$ cat src/rtl/serv_wb_mem_responder.sv
// Arbitrated responder between the SERV instruction/data buses, the host byte-load
// port and a single-port RAM32 macro with synchronous read.
//
// state    | meaning
// ---------+-------------------------------------------------------------
// S_IDLE   | sample requests, grant host > dbus > ibus, latch the access
// S_ACCESS | drive RAM port for one cycle (suppressed if unmapped)
// S_RESP   | RAM data valid; pulse ack of the granted master
module serv_wb_mem_responder #(
    parameter int AW = 5
) (
    input  logic          clk,
    input  logic          rst_n,
    input  logic          i_ibus_cyc,
    input  logic [31:0]   i_ibus_adr,
    output logic [31:0]   o_ibus_rdt,
    output logic          o_ibus_ack,
    input  logic          i_dbus_cyc,
    input  logic [31:0]   i_dbus_adr,
    input  logic          i_dbus_we,
    input  logic [31:0]   i_dbus_dat,
    input  logic [3:0]    i_dbus_sel,
    output logic [31:0]   o_dbus_rdt,
    output logic          o_dbus_ack,
    input  logic          i_host_we,
    input  logic [AW+1:0] i_host_adr,
    input  logic [7:0]    i_host_dat,
    output logic          o_host_ack,
    output logic          o_ram_en,
    output logic [AW-1:0] o_ram_a,
    output logic [3:0]    o_ram_we,
    output logic [31:0]   o_ram_di,
    input  logic [31:0]   i_ram_do,
    output logic          o_bus_err
);

    typedef enum logic [1:0] {S_IDLE, S_ACCESS, S_RESP} state_t;
    typedef enum logic [1:0] {M_NONE, M_HOST, M_DBUS, M_IBUS} master_t;

    state_t          state, state_nxt;
    master_t         master, grant;
    logic [AW-1:0]   word_adr, g_adr;
    logic [31:0]     wdat, g_dat;
    logic [3:0]      lanes, g_lanes;
    logic            mapped, g_mapped;
    logic            is_read, g_read;
    logic [1:0]      host_lane;
    logic            unused_adr_bits;

    assign unused_adr_bits = ^{i_ibus_adr[1:0], i_dbus_adr[1:0]};
    assign host_lane       = i_host_adr[1:0];

    always_comb begin
        grant    = M_NONE;
        g_adr    = '0;
        g_dat    = '0;
        g_lanes  = '0;
        g_mapped = 1'b0;
        g_read   = 1'b0;
        if (i_host_we) begin
            grant    = M_HOST;
            g_adr    = i_host_adr[AW+1:2];
            g_dat    = {24'b0, i_host_dat} << {host_lane, 3'b000};
            g_lanes  = 4'b0001 << host_lane;
            g_mapped = 1'b1;
        end else if (i_dbus_cyc) begin
            grant    = M_DBUS;
            g_adr    = i_dbus_adr[AW+1:2];
            g_dat    = i_dbus_we ? i_dbus_dat : 32'h0;
            g_lanes  = i_dbus_we ? i_dbus_sel : 4'b0000;
            g_mapped = (i_dbus_adr[31:AW+2] == '0);
            g_read   = ~i_dbus_we;
        end else if (i_ibus_cyc) begin
            grant    = M_IBUS;
            g_adr    = i_ibus_adr[AW+1:2];
            g_mapped = (i_ibus_adr[31:AW+2] == '0);
            g_read   = 1'b1;
        end
    end

    always_comb begin
        state_nxt = state;
        case (state)
            S_IDLE:   if (grant != M_NONE) state_nxt = S_ACCESS;
            S_ACCESS: state_nxt = S_RESP;
            S_RESP:   state_nxt = S_IDLE;
            default:  state_nxt = S_IDLE;
        endcase
    end

    always_ff @(posedge clk or negedge rst_n) begin
        if (!rst_n) begin
            state     <= S_IDLE;
            master    <= M_NONE;
            word_adr  <= '0;
            wdat      <= '0;
            lanes     <= '0;
            mapped    <= 1'b0;
            is_read   <= 1'b0;
            o_bus_err <= 1'b0;
        end else begin
            state <= state_nxt;
            if (state == S_IDLE && grant != M_NONE) begin
                master   <= grant;
                word_adr <= g_adr;
                wdat     <= g_dat;
                lanes    <= g_lanes;
                mapped   <= g_mapped;
                is_read  <= g_read;
            end
            if (state == S_ACCESS && !mapped) o_bus_err <= 1'b1;
        end
    end

    // Unmapped accesses keep the RAM idle but still complete on the bus.
    always_comb begin
        o_ram_en = (state == S_ACCESS) && mapped;
        o_ram_a  = o_ram_en ? word_adr : '0;
        o_ram_we = o_ram_en ? lanes : 4'b0000;
        o_ram_di = o_ram_en ? wdat : 32'h0;
    end

    always_comb begin
        o_host_ack = (state == S_RESP) && (master == M_HOST);
        o_dbus_ack = (state == S_RESP) && (master == M_DBUS);
        o_ibus_ack = (state == S_RESP) && (master == M_IBUS);
        o_dbus_rdt = (o_dbus_ack && is_read && mapped) ? i_ram_do : 32'h0;
        o_ibus_rdt = (o_ibus_ack && is_read && mapped) ? i_ram_do : 32'h0;
    end

endmodule

$ cat config.mk
export PLATFORM = sky130hd
export DESIGN_NAME = serv_wb_mem_responder
export DESIGN_NICKNAME = d
export VERILOG_FILES = /design/src/rtl/serv_wb_mem_responder.sv
export SDC_FILE = /design/constraint.sdc
export NUM_CORES = 1
export LEC_CHECK = 0
export CAP_MARGIN = 40
export CELL_PAD_IN_SITES_DETAIL_PLACEMENT = 0
export CELL_PAD_IN_SITES_GLOBAL_PLACEMENT = 1
export CORE_MARGIN = 2
export CORE_UTILIZATION = 21
export DETAILED_ROUTE_END_ITERATION = 10
export GPL_ROUTABILITY_DRIVEN = 1
export PLACE_DENSITY = 0.79
export SLEW_MARGIN = 10
export SYNTH_ARGS = -nofsm -noshare
export SYNTH_HDL_FRONTEND = slang
export SYNTH_SLANG_ARGS = --single-unit
$ cat constraint.sdc
create_clock -name clk -period 1.7 [get_ports clk]
set_input_delay 0.255 -clock clk [delete_from_list [all_inputs] [get_ports clk]]
set_output_delay 0.255 -clock clk [all_outputs]
set_load 0.01 [all_outputs]
# After elaboration in Yosys (flattened, before gate mapping)
# Index checks and enable logic that the tools add are counted.
# classes
eq_ne,6
shifts,2
mux,25
bitwise_logic,1
n_reduce_logical,15
# ops
cell,count
32-bit two-way mux,6
25-bit logical NOT,2
8-bit by 5-bit left shift with 32-bit output,1
5-bit two-way mux,4
4-bit two-way mux,4
1-bit logical AND,10
2-bit two-way mux,4
2-bit == test (second input constant),3
1-bit two-way mux,6
2-bit by 1-bit == test with 1-bit output (second input constant),2
2-bit one-hot mux with 2 select lines,1
1-bit by 2-bit left shift with 4-bit output (first input constant),1
2-bit logical NOT,1
2-bit != test (second input constant),1
2-bit nonzero test,1
1-bit logical NOT,1
1-bit inverter,1
# totals
regBits,48
in_bits,153
wordCells,57

# Longest topological paths before layout
# Gate-level depths: netlist of run 1.
# logic_depth
ltp_word,6
ltp_mapped,6
depth_no_buf,5

# Worst setup path after synthesis of run 1
# Ideal clock, no wire load.
# synth_timing
path_type,register -> output
startpoint,register state[0]
endpoint,output port o_dbus_rdt[10]
t_arrival_ns,1.392
required_time_ns,1.445
setup_slack_ns,0.053
stages_incl_launch_ff,6
path_cell_list,dfrtp_1 and3b_1 nor2b_1 and3_1 clkbuf_2 and2_1
# synth_via
elab_chain_cells,5
# synth_lines
item,line,source
from (decl),40,"state_t state, state_nxt;"
from (signal assigned),102,state <= state_nxt;
2-bit == test,125,o_dbus_ack = (state == S_RESP) && (master == M_DBUS);
1-bit logical AND,125,
named net o_dbus_ack,24,"output logic o_dbus_ack,"
1-bit logical AND (2 in series),127,o_dbus_rdt = (o_dbus_ack && is_read && mapped) ? i_ram_do : 32'h0;
32-bit two-way mux,127,
to (decl),23,"output logic [31:0] o_dbus_rdt,"
# The timed path passes the listed nets, and every way through them passes these cells.

# Worst setup path in the final report of run 1
# layout_timing
startpoint,register state[0]
endpoint,output port o_dbus_rdt[18]
# layout_via
elab_chain_cells,5
# layout_lines
item,line
2-bit == test,125
1-bit logical AND,125
1-bit logical AND (2 in series),127
32-bit two-way mux,127
# No other way between the ends.

==> flow_metrics.env, run 1 <==
export IMPL_wl_per_cell_um=20.4
export IMPL_nets=811
export IMPL_yosysSeqAreaShare=0.397
export IMPL_timing_setup_tns_ns=-27.39
export IMPL_floorplan_rows=43
export IMPL_arrival_ns=1.80
export IMPL_synth_seq_cells=48
export IMPL_fin_ws_ns=-0.354
export IMPL_synth_top_area_share=0.397
export IMPL_grt_ovfl_total=0
export IMPL_num_vias=3996
export IMPL_layout_min_cycle_time_ns=2.05
export IMPL_final_common_cell="clkdlybuf4s50_1"
export IMPL_gp_congestion=0.920
export IMPL_p_clk_frac=0.120
export IMPL_path_max_fanout=6
export IMPL_r2r_cells=8
export IMPL_swShare=0.356
export IMPL_p_int_uw=5390
export IMPL_tightestPinTransition_ns=0.416
export IMPL_layout_drive_gt1_share=0.456
export IMPL_synthTopCellsByArea="dfrtp_1 40%, and2_1 14%, a221oi_1 10%"
export IMPL_crit_type="reg -> out"
export IMPL_irDropWorstVdd_uv=557
export IMPL_synthesis_nets=513
export IMPL_pwr_density_cell_nw_per_um2=1150
export IMPL_grt_max_degree=26
export IMPL_fin_area_um2=7270
export IMPL_synth_avg_cell_area_um2=8.41
export IMPL_r2r_setup_slack_ns=0
export IMPL_clock_skew_ns=0.00262
export IMPL_core_area_um2=14000
export IMPL_die_area_um2=15400
export IMPL_reg2reg_to="wdat[1]$_DFFE_PN0P_"
export IMPL_min_period_over_period=1.21
export IMPL_cts_path_max_buffers=2
export IMPL_violations="negative setup slack"
export IMPL_die_x_um=124
export IMPL_drc=0
export IMPL_hold_viol_final=0
export IMPL_dpl_cell_area_um2=6020
export IMPL_initialDrtViolationCount=245
export IMPL_maxCapViolCount=0
export IMPL_fillers=1291
export IMPL_diodes=0
export IMPL_synthCells=360
export IMPL_fmax_mhz=487
export IMPL_hold_class="in -> async"
export IMPL_place_hpwl_um=12500
export IMPL_clkTransAtPathRegs_ns=0.06
export IMPL_fin_total_pwr_uw=8370
export IMPL_grt_pass1_vias=4082
export IMPL_rsz0062_at_grt="true"
export IMPL_critPathLaunchType="flop"
export IMPL_r2r_start="state[1]$_DFFE_PN0P_"
export IMPL_io_buffers=258
export IMPL_io_pins=263
export IMPL_cp_required_ns=1.44
export IMPL_leakagePower_uw=0.00318
export IMPL_via_per_inst=4.77
export IMPL_setup_viol=106
export IMPL_p_seq_frac=0.251
export IMPL_yosysWarningCount=0
export IMPL_die_y_um=124
export IMPL_initial_core_util=0.216
export IMPL_drt_antenna_violating_nets=0
export IMPL_grt_pass1_wl_um=24000
export IMPL_clockRootBuffer="clkbuf_16"
export IMPL_p_comb_frac=0.629
export IMPL_worst_setup_path_end_kind="output pin"
export IMPL_clk_latency_ns=0.28
export IMPL_slew_viol_final=0
export IMPL_cts_sinks=48
export IMPL_synth_area_leader_cell="dfrtp_1"
export IMPL_power_switching_uw=2980
export IMPL_mostFrequentLayoutCells="148 x clkdlybuf4s50_1, 108 x buf_6, 65 x nor2_1, 60 x and2_4, 48 x dfrtp_1"
export IMPL_utilization=0.520
export IMPL_slew_headroom=0.723
export IMPL_drt_pass1_iterations=4
export IMPL_status="complete, but fails checks"
export IMPL_cts_tree="built"
export IMPL_antenna_found_initial=0
export IMPL_grt_use_total=0.209
export IMPL_htreeDepth=2
export IMPL_syn_area_um2=3030
export IMPL_post_synth_num_cell_types=31
export IMPL_totalWireLength_um=17100
export IMPL_syn_to_final_growth_pct=140
export IMPL_cts_buffers_inserted=5
## final cells by class
type | count | area [um^2] | area share
Tap cell | 180 | 225 | 0.0310
Sequential cell | 48 | 1200 | 0.165
Inverter | 2 | 10.0 | 0.00138
Clock buffer | 7 | 153 | 0.0210
Multi-Input combinational cell | 280 | 2130 | 0.292
Timing Repair Buffer | 321 | 3560 | 0.489
## registers in the layout, indices dropped and copies added, names as in the netlist
| register | flops |
|---|---|
| state | 2 |
| mapped | 1 |
| master | 2 |
| is_read | 1 |
| o_bus_err | 1 |
| word_adr | 5 |
| lanes | 4 |
| wdat | 32 |
## layer usage
metal,global-route usage,vias up,part of all wire
li1,-,1893,-
met1,0.268,1951,0.42
met2,0.365,136,0.51
met3,0.0389,16,0.057
met4,0.0435,0,0.013
met5,0,-,0
## kinds of logic (layout without fill, tap and decap cells)
family,Yosys count,in the layout,share of synthesized area
simple gates,221,221,0.400
flops,48,48,0.397
compound gates,59,59,0.156
buf+inv,32,330,0.0475
## power groups by stage
stage                     logic [uW]  registers, uW  clock network (uW)
final                           5260           2100                1010
after global routing            5700           2160                1100
after CTS                       4880           2050                1030
after global placement          3480           2030                   0
after detailed placement        3570           2040                   0
after floorplan                 1790           1930                   0
## how the worst max path moves through the flow
stage / from / endpoint / slack [ns] / cells past startpoint
floorplan: state[0]$_DFFE_PN0P_ / o_dbus_rdt[10] / 0.05 / 5
global placement: state[0]$_DFFE_PN0P_ / o_dbus_rdt[15] / -0.42 / 6
detailed placement: state[0]$_DFFE_PN0P_ / o_dbus_rdt[15] / -0.48 / 6
CTS: state[0]$_DFFE_PN0P_ / o_ibus_rdt[17] / -0.39 / 6
global route: state[0]$_DFFE_PN0P_ / o_dbus_rdt[25] / -0.43 / 6
finish: state[0]$_DFFE_PN0P_ / o_dbus_rdt[18] / -0.35 / 6
## Yosys cell counts
master / count
or4_1: 1
clkbuf_1: 11
a221oi_1: 36
nor2b_1: 7
and3b_1: 2
nor4b_1: 2
inv_1: 1
nor3_1: 2
a21o_1: 2
nand2_1: 12
a32oi_1: 1
and4_1: 1
nor4_1: 9
nor2_1: 68
clkbuf_2: 6
o31ai_1: 4
nand3b_1: 1
o22a_1: 1
a22o_1: 1
and2_1: 66
o21ai_0: 6
nand4_1: 2
a21oi_1: 7
o31ai_4: 1
nor4bb_1: 1
dfrtp_1: 48
nor2_4: 1
buf_2: 13
and3_1: 45
inv_2: 1
nor3b_2: 1
## per-stage QoR
step	worst slack, ns	hold slack, ns	cells
5_1_grt	-0.432	0.430	838
4_1_cts	-0.388	0.399	832
6_report	-0.354	0.398	838
3_3_place_gp	-0.421	0.162	801
3_5_place_dp	-0.481	0.168	801
2_1_floorplan	0.0529	-0.0406	360
## worst max-delay path, cell delays in order (launching register included)
cell       delay (ns)
dfrtp_1          0.39
and3b_2          0.26
nor2b_4          0.15
and3_4           0.30
clkbuf_16        0.18
and2_4           0.14
buf_6            0.09
## what timing repair did
item | 4_1_cts | 5_1_grt
cloned | 7 | 7
pin swaps | 4 | 34
endpoints found under the hold margin | 13 | 0
endpoints found under the setup margin | 109 | 113
gates resized for setup | 462 | 236
setup buffers | 16 | 5
hold buffers | 1 | 0
No activity file was read; power rests on OpenSTA's default activity.
==> run 2: changes to the inputs <==
--- a/config.mk
+++ b/config.mk
@@ -5,7 +5,7 @@
 export SDC_FILE = /design/constraint.sdc
 export NUM_CORES = 1
 export LEC_CHECK = 0
-export CAP_MARGIN = 40
+export CAP_MARGIN = 15
 export CELL_PAD_IN_SITES_DETAIL_PLACEMENT = 0
 export CELL_PAD_IN_SITES_GLOBAL_PLACEMENT = 1
 export CORE_MARGIN = 2
@@ -17,3 +17,4 @@
 export SYNTH_ARGS = -nofsm -noshare
 export SYNTH_HDL_FRONTEND = slang
 export SYNTH_SLANG_ARGS = --single-unit
+export TNS_END_PERCENT = 50
==> run 2 against run 1 <==
Via count is 2.0% lower; register-to-register slack better by 0.10 ns; cell count is 2.1% lower; clock skew hardly changed; worst setup slack better by 0.031 ns; non-clock buffer count is 18 lower; largest cell class unchanged; critical endpoint unchanged; clock-buffer cell count stayed put; the flow still finishes with violations (negative setup slack); die area stayed put; global-route usage is 1.0 points lower; power is 19% lower.
==> flow_metrics.env, run 2 (synthesis results as in run 1) <==
export IMPL_path_max_fanout=6
export IMPL_io_buffers=258
export IMPL_top_layer="met4"
export IMPL_io_pins=263
export IMPL_setup_viol=106
export IMPL_floorplan_rows=43
export IMPL_gp_congestion=0.920
export IMPL_grt_pass1_wl_um=22900
export IMPL_cts_buffers_inserted=5
export IMPL_leakagePower_uw=0.00305
export IMPL_worst_setup_path_end_kind="output pin"
export IMPL_arrival_ns=1.77
export IMPL_die_area_um2=15400
export IMPL_htreeDepth=2
export IMPL_timing_setup_tns_ns=-21.98
export IMPL_rsz0062_at_grt="true"
export IMPL_cts_tree="built"
export IMPL_die_y_um=124
export IMPL_syn_to_final_growth_pct=115
export IMPL_seqCellArea_um2=1200
export IMPL_violations="negative setup slack"
export IMPL_place_hpwl_um=12500
export IMPL_critPathLaunchType="flop"
export IMPL_via_per_inst=4.78
export IMPL_hold_viol_final=0
export IMPL_layout_drive_gt1_share=0.366
export IMPL_cp_required_ns=1.44
export IMPL_die_x_um=124
export IMPL_drt_antenna_violating_nets=0
export IMPL_met1Wirelength_um=7020
export IMPL_maxCapViolCount=0
export IMPL_largest_reg_flops=32
export IMPL_crit_type="reg -> out"
export IMPL_fin_ws_ns=-0.322
export IMPL_tightestPinTransition_ns=0.448
export IMPL_final_cells=820
export IMPL_layout_min_cycle_time_ns=2.02
export IMPL_irDropWorstVdd_uv=537
export IMPL_slew_viol_final=0
export IMPL_antenna_found_initial=0
export IMPL_clock_skew_ns=0.00244
export IMPL_mostFrequentLayoutCells="148 x clkdlybuf4s50_1, 67 x nor2_1, 62 x buf_6, 58 x and2_4, 48 x dfrtp_1"
export IMPL_grt_ovfl_total=0
export IMPL_largest_register="wdat"
export IMPL_clockRootBuffer="clkbuf_16"
export IMPL_min_period_over_period=1.19
export IMPL_multi_input_area_um2=1890
export IMPL_largestRegisters="wdat x32, word_adr x5, lanes x4"
export IMPL_dp_cells=801
export IMPL_fmax_mhz=494
export IMPL_grt_max_degree=26
export IMPL_status="complete, but fails checks"
export IMPL_drt_pass1_iterations=4
export IMPL_initialDrtViolationCount=240
export IMPL_pwr_density_cell_nw_per_um2=1040
export IMPL_drc=0
export IMPL_cts_sinks=48
export IMPL_initial_core_util=0.216
export IMPL_wl_per_cell_um=19.8
export IMPL_num_vias=3916
export IMPL_clk_latency_ns=0.28
export IMPL_diodes=0
export IMPL_grt_use_total=0.199
export IMPL_met3WireLength_um=888
export IMPL_cts_path_max_buffers=2
export IMPL_final_common_cell="clkdlybuf4s50_1"
export IMPL_slew_headroom=0.697
export IMPL_fillers=1378
export IMPL_fin_area_um2=6520
export IMPL_clkTransAtPathRegs_ns=0.06
export IMPL_nets=793
export IMPL_dpl_cell_area_um2=6020
export IMPL_core_area_um2=14000
export IMPL_hold_class="in -> async"
export IMPL_grt_pass1_vias=3914
export IMPL_totalWireLength_um=16200
export IMPL_wl_met2_um=8080
==> run 2: path summary, 6_finish.rpt <==
kind / from / end / slack, ns / cells after the start
worst max-delay path: state[0]$_DFFE_PN0P_ / o_dbus_rdt[18] / -0.32 / 6
worst min-delay path: rst_n / wdat[11]$_DFFE_PN0P_ / 0.39 / 2
worst max register to register: state[0]$_DFFE_PN0P_ / wdat[2]$_DFFE_PN0P_ / 0.10 / 7
worst min register to register: o_bus_err$_DFFE_PN0P_ / o_bus_err$_DFFE_PN0P_ / 0.47 / 1
max in group asynchronous: rst_n / o_bus_err$_DFFE_PN0P_ / 0.69 / 3
min in group clk: o_bus_err$_DFFE_PN0P_ / o_bus_err$_DFFE_PN0P_ / 0.47 / 1
==> run 2: metal layers <==
layer	vias up	global-route usage
li1	1852	-
met1	1910	0.258
met2	137	0.343
met3	17	0.0366
met4	0	0.0414
met5	-	0
==> run 2: timing repair <==
item,CTS,global route
hold buffers,1,0
setup endpoints to repair,109,125
gates resized for setup,384,184
buffers inserted,2,1
gates cloned,2,6
pin swaps,2,31
hold endpoints to repair,13,0
==> run 2: power breakdown <==
part	internal [uW]	switching (uW)
logic	1920	1800
registers	1720	328
clock network	617	395
total	4250	2520
==> run 2: worst max-delay path, stage by stage (launching register included) <==
cell and delay (ns):
dfrtp_1 0.37, and3b_2 0.25, nor2b_4 0.14, and3_4 0.30, clkbuf_16 0.18, and2_4 0.14
buf_6 0.09
==> run 2: per-stage QoR <==
step	hold WS [ns]	util	worst slack [ns]	power, uW
global route	0.429	0.466	-0.385	7310
global placement	0.162	0.430	-0.421	5510
finish	0.394	0.466	-0.322	6770
detailed placement	0.168	0.430	-0.481	5620
CTS	0.399	0.446	-0.388	6680
floorplan	-0.0406	-	0.0529	3720
==> run 2: cell type report <==
cell class | count | area share
inverter | 2 | 0.00115
clock buffer | 7 | 0.0234
timing repair buffer | 303 | 0.467
sequential | 48 | 0.184
multi-input combinational | 280 | 0.289
tap | 180 | 0.0345
==> run 3: changes to the inputs <==
--- a/config.mk
+++ b/config.mk
@@ -12,6 +12,7 @@
 export CORE_UTILIZATION = 21
 export DETAILED_ROUTE_END_ITERATION = 10
 export GPL_ROUTABILITY_DRIVEN = 1
+export GPL_TIMING_DRIVEN = 0
 export PLACE_DENSITY = 0.79
 export SLEW_MARGIN = 10
 export SYNTH_ARGS = -nofsm -noshare
==> run 3 against run 2 <==
The run still ends with negative setup slack left; clock-buffer cell count is 2 lower; clock power grew 11%; clock skew is 0.0035 ns higher; global-route usage grew 0.80 points; die area unchanged; combinational power is 16% higher; power is 11% higher; via count increased by 1.1%; register-to-register slack worse by 0.03 ns; first-iteration DRC count decreased by 45%; critical path type unchanged; largest power group unchanged.
==> flow_metrics.env, run 3 (synthesis results as in run 1) <==
export IMPL_die_y_um=124
export IMPL_cts_buffers_inserted=5
export IMPL_layout_min_cycle_time_ns=2.03
export IMPL_syn_to_final_growth_pct=125
export IMPL_drt_antenna_violating_nets=0
export IMPL_floorplan_rows=43
export IMPL_power_switching_uw=2740
export IMPL_initial_core_util=0.216
export IMPL_final_common_cell="clkdlybuf4s50_1"
export IMPL_die_area_um2=15400
export IMPL_crit_type="reg -> out"
export IMPL_grt_pass1_vias=4146
export IMPL_mostFrequentLayoutCells="147 x clkdlybuf4s50_1, 102 x buf_6, 67 x nor2_1, 59 x and2_4, 47 x dfrtp_1"
export IMPL_clock_skew_ns=0.00589
export IMPL_io_buffers=257
export IMPL_maxCapViolCount=0
export IMPL_p_comb_frac=0.575
export IMPL_fin_total_pwr_uw=7510
export IMPL_p_seq_frac=0.276
export IMPL_rsz0062_at_grt="true"
export IMPL_gp_congestion=0.937
export IMPL_die_x_um=124
export IMPL_fmax_mhz=493
export IMPL_cp_required_ns=1.44
export IMPL_leakagePower_uw=0.00304
export IMPL_slew_viol_final=0
export IMPL_violations="negative setup slack"
export IMPL_via_per_inst=4.76
export IMPL_setup_viol=106
export IMPL_hold_slack_ns=0.473
export IMPL_tightestPinTransition_ns=0.701
export IMPL_irDropWorstVdd_uv=583
export IMPL_core_area_um2=14000
export IMPL_worst_setup_path_end_kind="output pin"
export IMPL_antenna_found_initial=0
export IMPL_totalWireLength_um=16100
export IMPL_status="complete, but fails checks"
export IMPL_cts_tree="built"
export IMPL_largest_reg_flops=32
export IMPL_grt_max_degree=26
export IMPL_min_period_over_period=1.19
export IMPL_place_hpwl_um=12600
export IMPL_cts_path_max_buffers=2
export IMPL_drc=0
export IMPL_io_pins=263
export IMPL_htreeDepth=2
export IMPL_cts_sinks=48
export IMPL_path_max_fanout=8
export IMPL_critPathLaunchType="flop"
export IMPL_grt_pass1_wl_um=24000
export IMPL_initialDrtViolationCount=131
export IMPL_wl_per_cell_um=19.3
export IMPL_clk_latency_ns=0.28
export IMPL_fin_ws_ns=-0.327
export IMPL_clkTransAtPathRegs_ns=0.07
export IMPL_timing_setup_tns_ns=-22.34
export IMPL_arrival_ns=1.77
export IMPL_diodes=0
export IMPL_largestRegisters="wdat x32, word_adr x5, lanes x4"
export IMPL_slew_headroom=0.531
export IMPL_grt_use_total=0.207
export IMPL_p_clk_frac=0.149
export IMPL_clockRootBuffer="clkbuf_16"
export IMPL_hold_viol_final=0
export IMPL_pwr_density_cell_nw_per_um2=1100
export IMPL_grt_ovfl_total=0
export IMPL_p_int_uw=4770
export IMPL_layout_drive_gt1_share=0.413
export IMPL_hold_class="reg -> reg"
export IMPL_drt_pass1_iterations=4
export IMPL_swShare=0.365
export IMPL_largest_register="wdat"
export IMPL_num_vias=3961
export IMPL_nets=805
run 3: cell count changes in the layout (fill, tap and decap cells not counted), moves of 4 or more:
cell,previous run,this run
buf_12,9,1
clkbuf_1,0,4
buf_8,1,18
clkdlybuf4s15_2,6,1
buf_4,26,9
and3_4,3,32
buf_2,38,27
and3_1,42,13
clkbuf_16,10,5
buf_6,62,102
run 3: final timing paths:
check	start	endpoint	slack (ns)	cells after the start
max in group asynchronous	rst_n	mapped$_DFFE_PN0P_	0.65	3
min	o_bus_err$_DFFE_PN0P_	o_bus_err$_DFFE_PN0P_	0.47	1
min in group asynchronous	rst_n	wdat[11]$_DFFE_PN0P_	0.50	2
min reg2reg	o_bus_err$_DFFE_PN0P_	o_bus_err$_DFFE_PN0P_	0.47	1
max reg2reg	state[1]$_DFFE_PN0P_	wdat[22]$_DFFE_PN0P_	0.07	6
max	state[0]$_DFFE_PN0P_	o_ibus_rdt[13]	-0.33	6
run 3: area by class of cell:
class	count	area (um^2)
Buffer	29	229
Clock buffer	5	125
Clock inverter	3	42.5
Fill cell	1339	7180
Inverter	2	7.51
Multi-Input combinational cell	280	2010
Sequential cell	48	1200
Tap cell	180	225
Timing Repair Buffer	286	2960
run 3: what timing repair did:
| item | in CTS | in global routing |
|---|---|---|
| setup buffers | 17 | 1 |
| hold endpoints to repair | 23 | 0 |
| hold buffers | 1 | 0 |
| gates cloned | 9 | 0 |
| pin swaps | 40 | 11 |
| setup endpoints to repair | 110 | 144 |
| resized for setup | 587 | 110 |
run 3: worst max-delay path: stages (launching register included):
cell	delay (ns)
dfrtp_1	0.39
and3b_1	0.24
and2_4	0.15
and3_4	0.31
buf_8	0.14
and2_4	0.15
buf_6	0.10
run 3: through the flow:
step	setup WS, ns	cells	utilization	area (um^2)
detailed placement	-0.645	798	0.418	5840
global route	-0.414	833	0.486	6800
floorplan	0.0529	360	-	3030
global placement	-0.985	797	0.416	5830
finish	-0.327	833	0.486	6800
CTS	-0.324	833	0.457	6400
run 3: routing by layer:
metal  up-vias  share of wire  track usage
li1       1875              -            -
met1      1898           0.42        0.270
met2       156           0.49        0.347
met3        32          0.064       0.0435
met4         0          0.024       0.0520
met5         -              0            0
run 3: power by group through the flow:
| stage | Clock [uW] | Combinational, uW | Sequential, uW |
|---|---|---|---|
| after floorplan | 0 | 1790 | 1930 |
| after global placement | 0 | 3220 | 2040 |
| after detailed placement | 0 | 3290 | 2070 |
| after CTS | 1140 | 4090 | 2060 |
| final | 1120 | 4320 | 2070 |
| after global routing | 1200 | 4730 | 2140 |
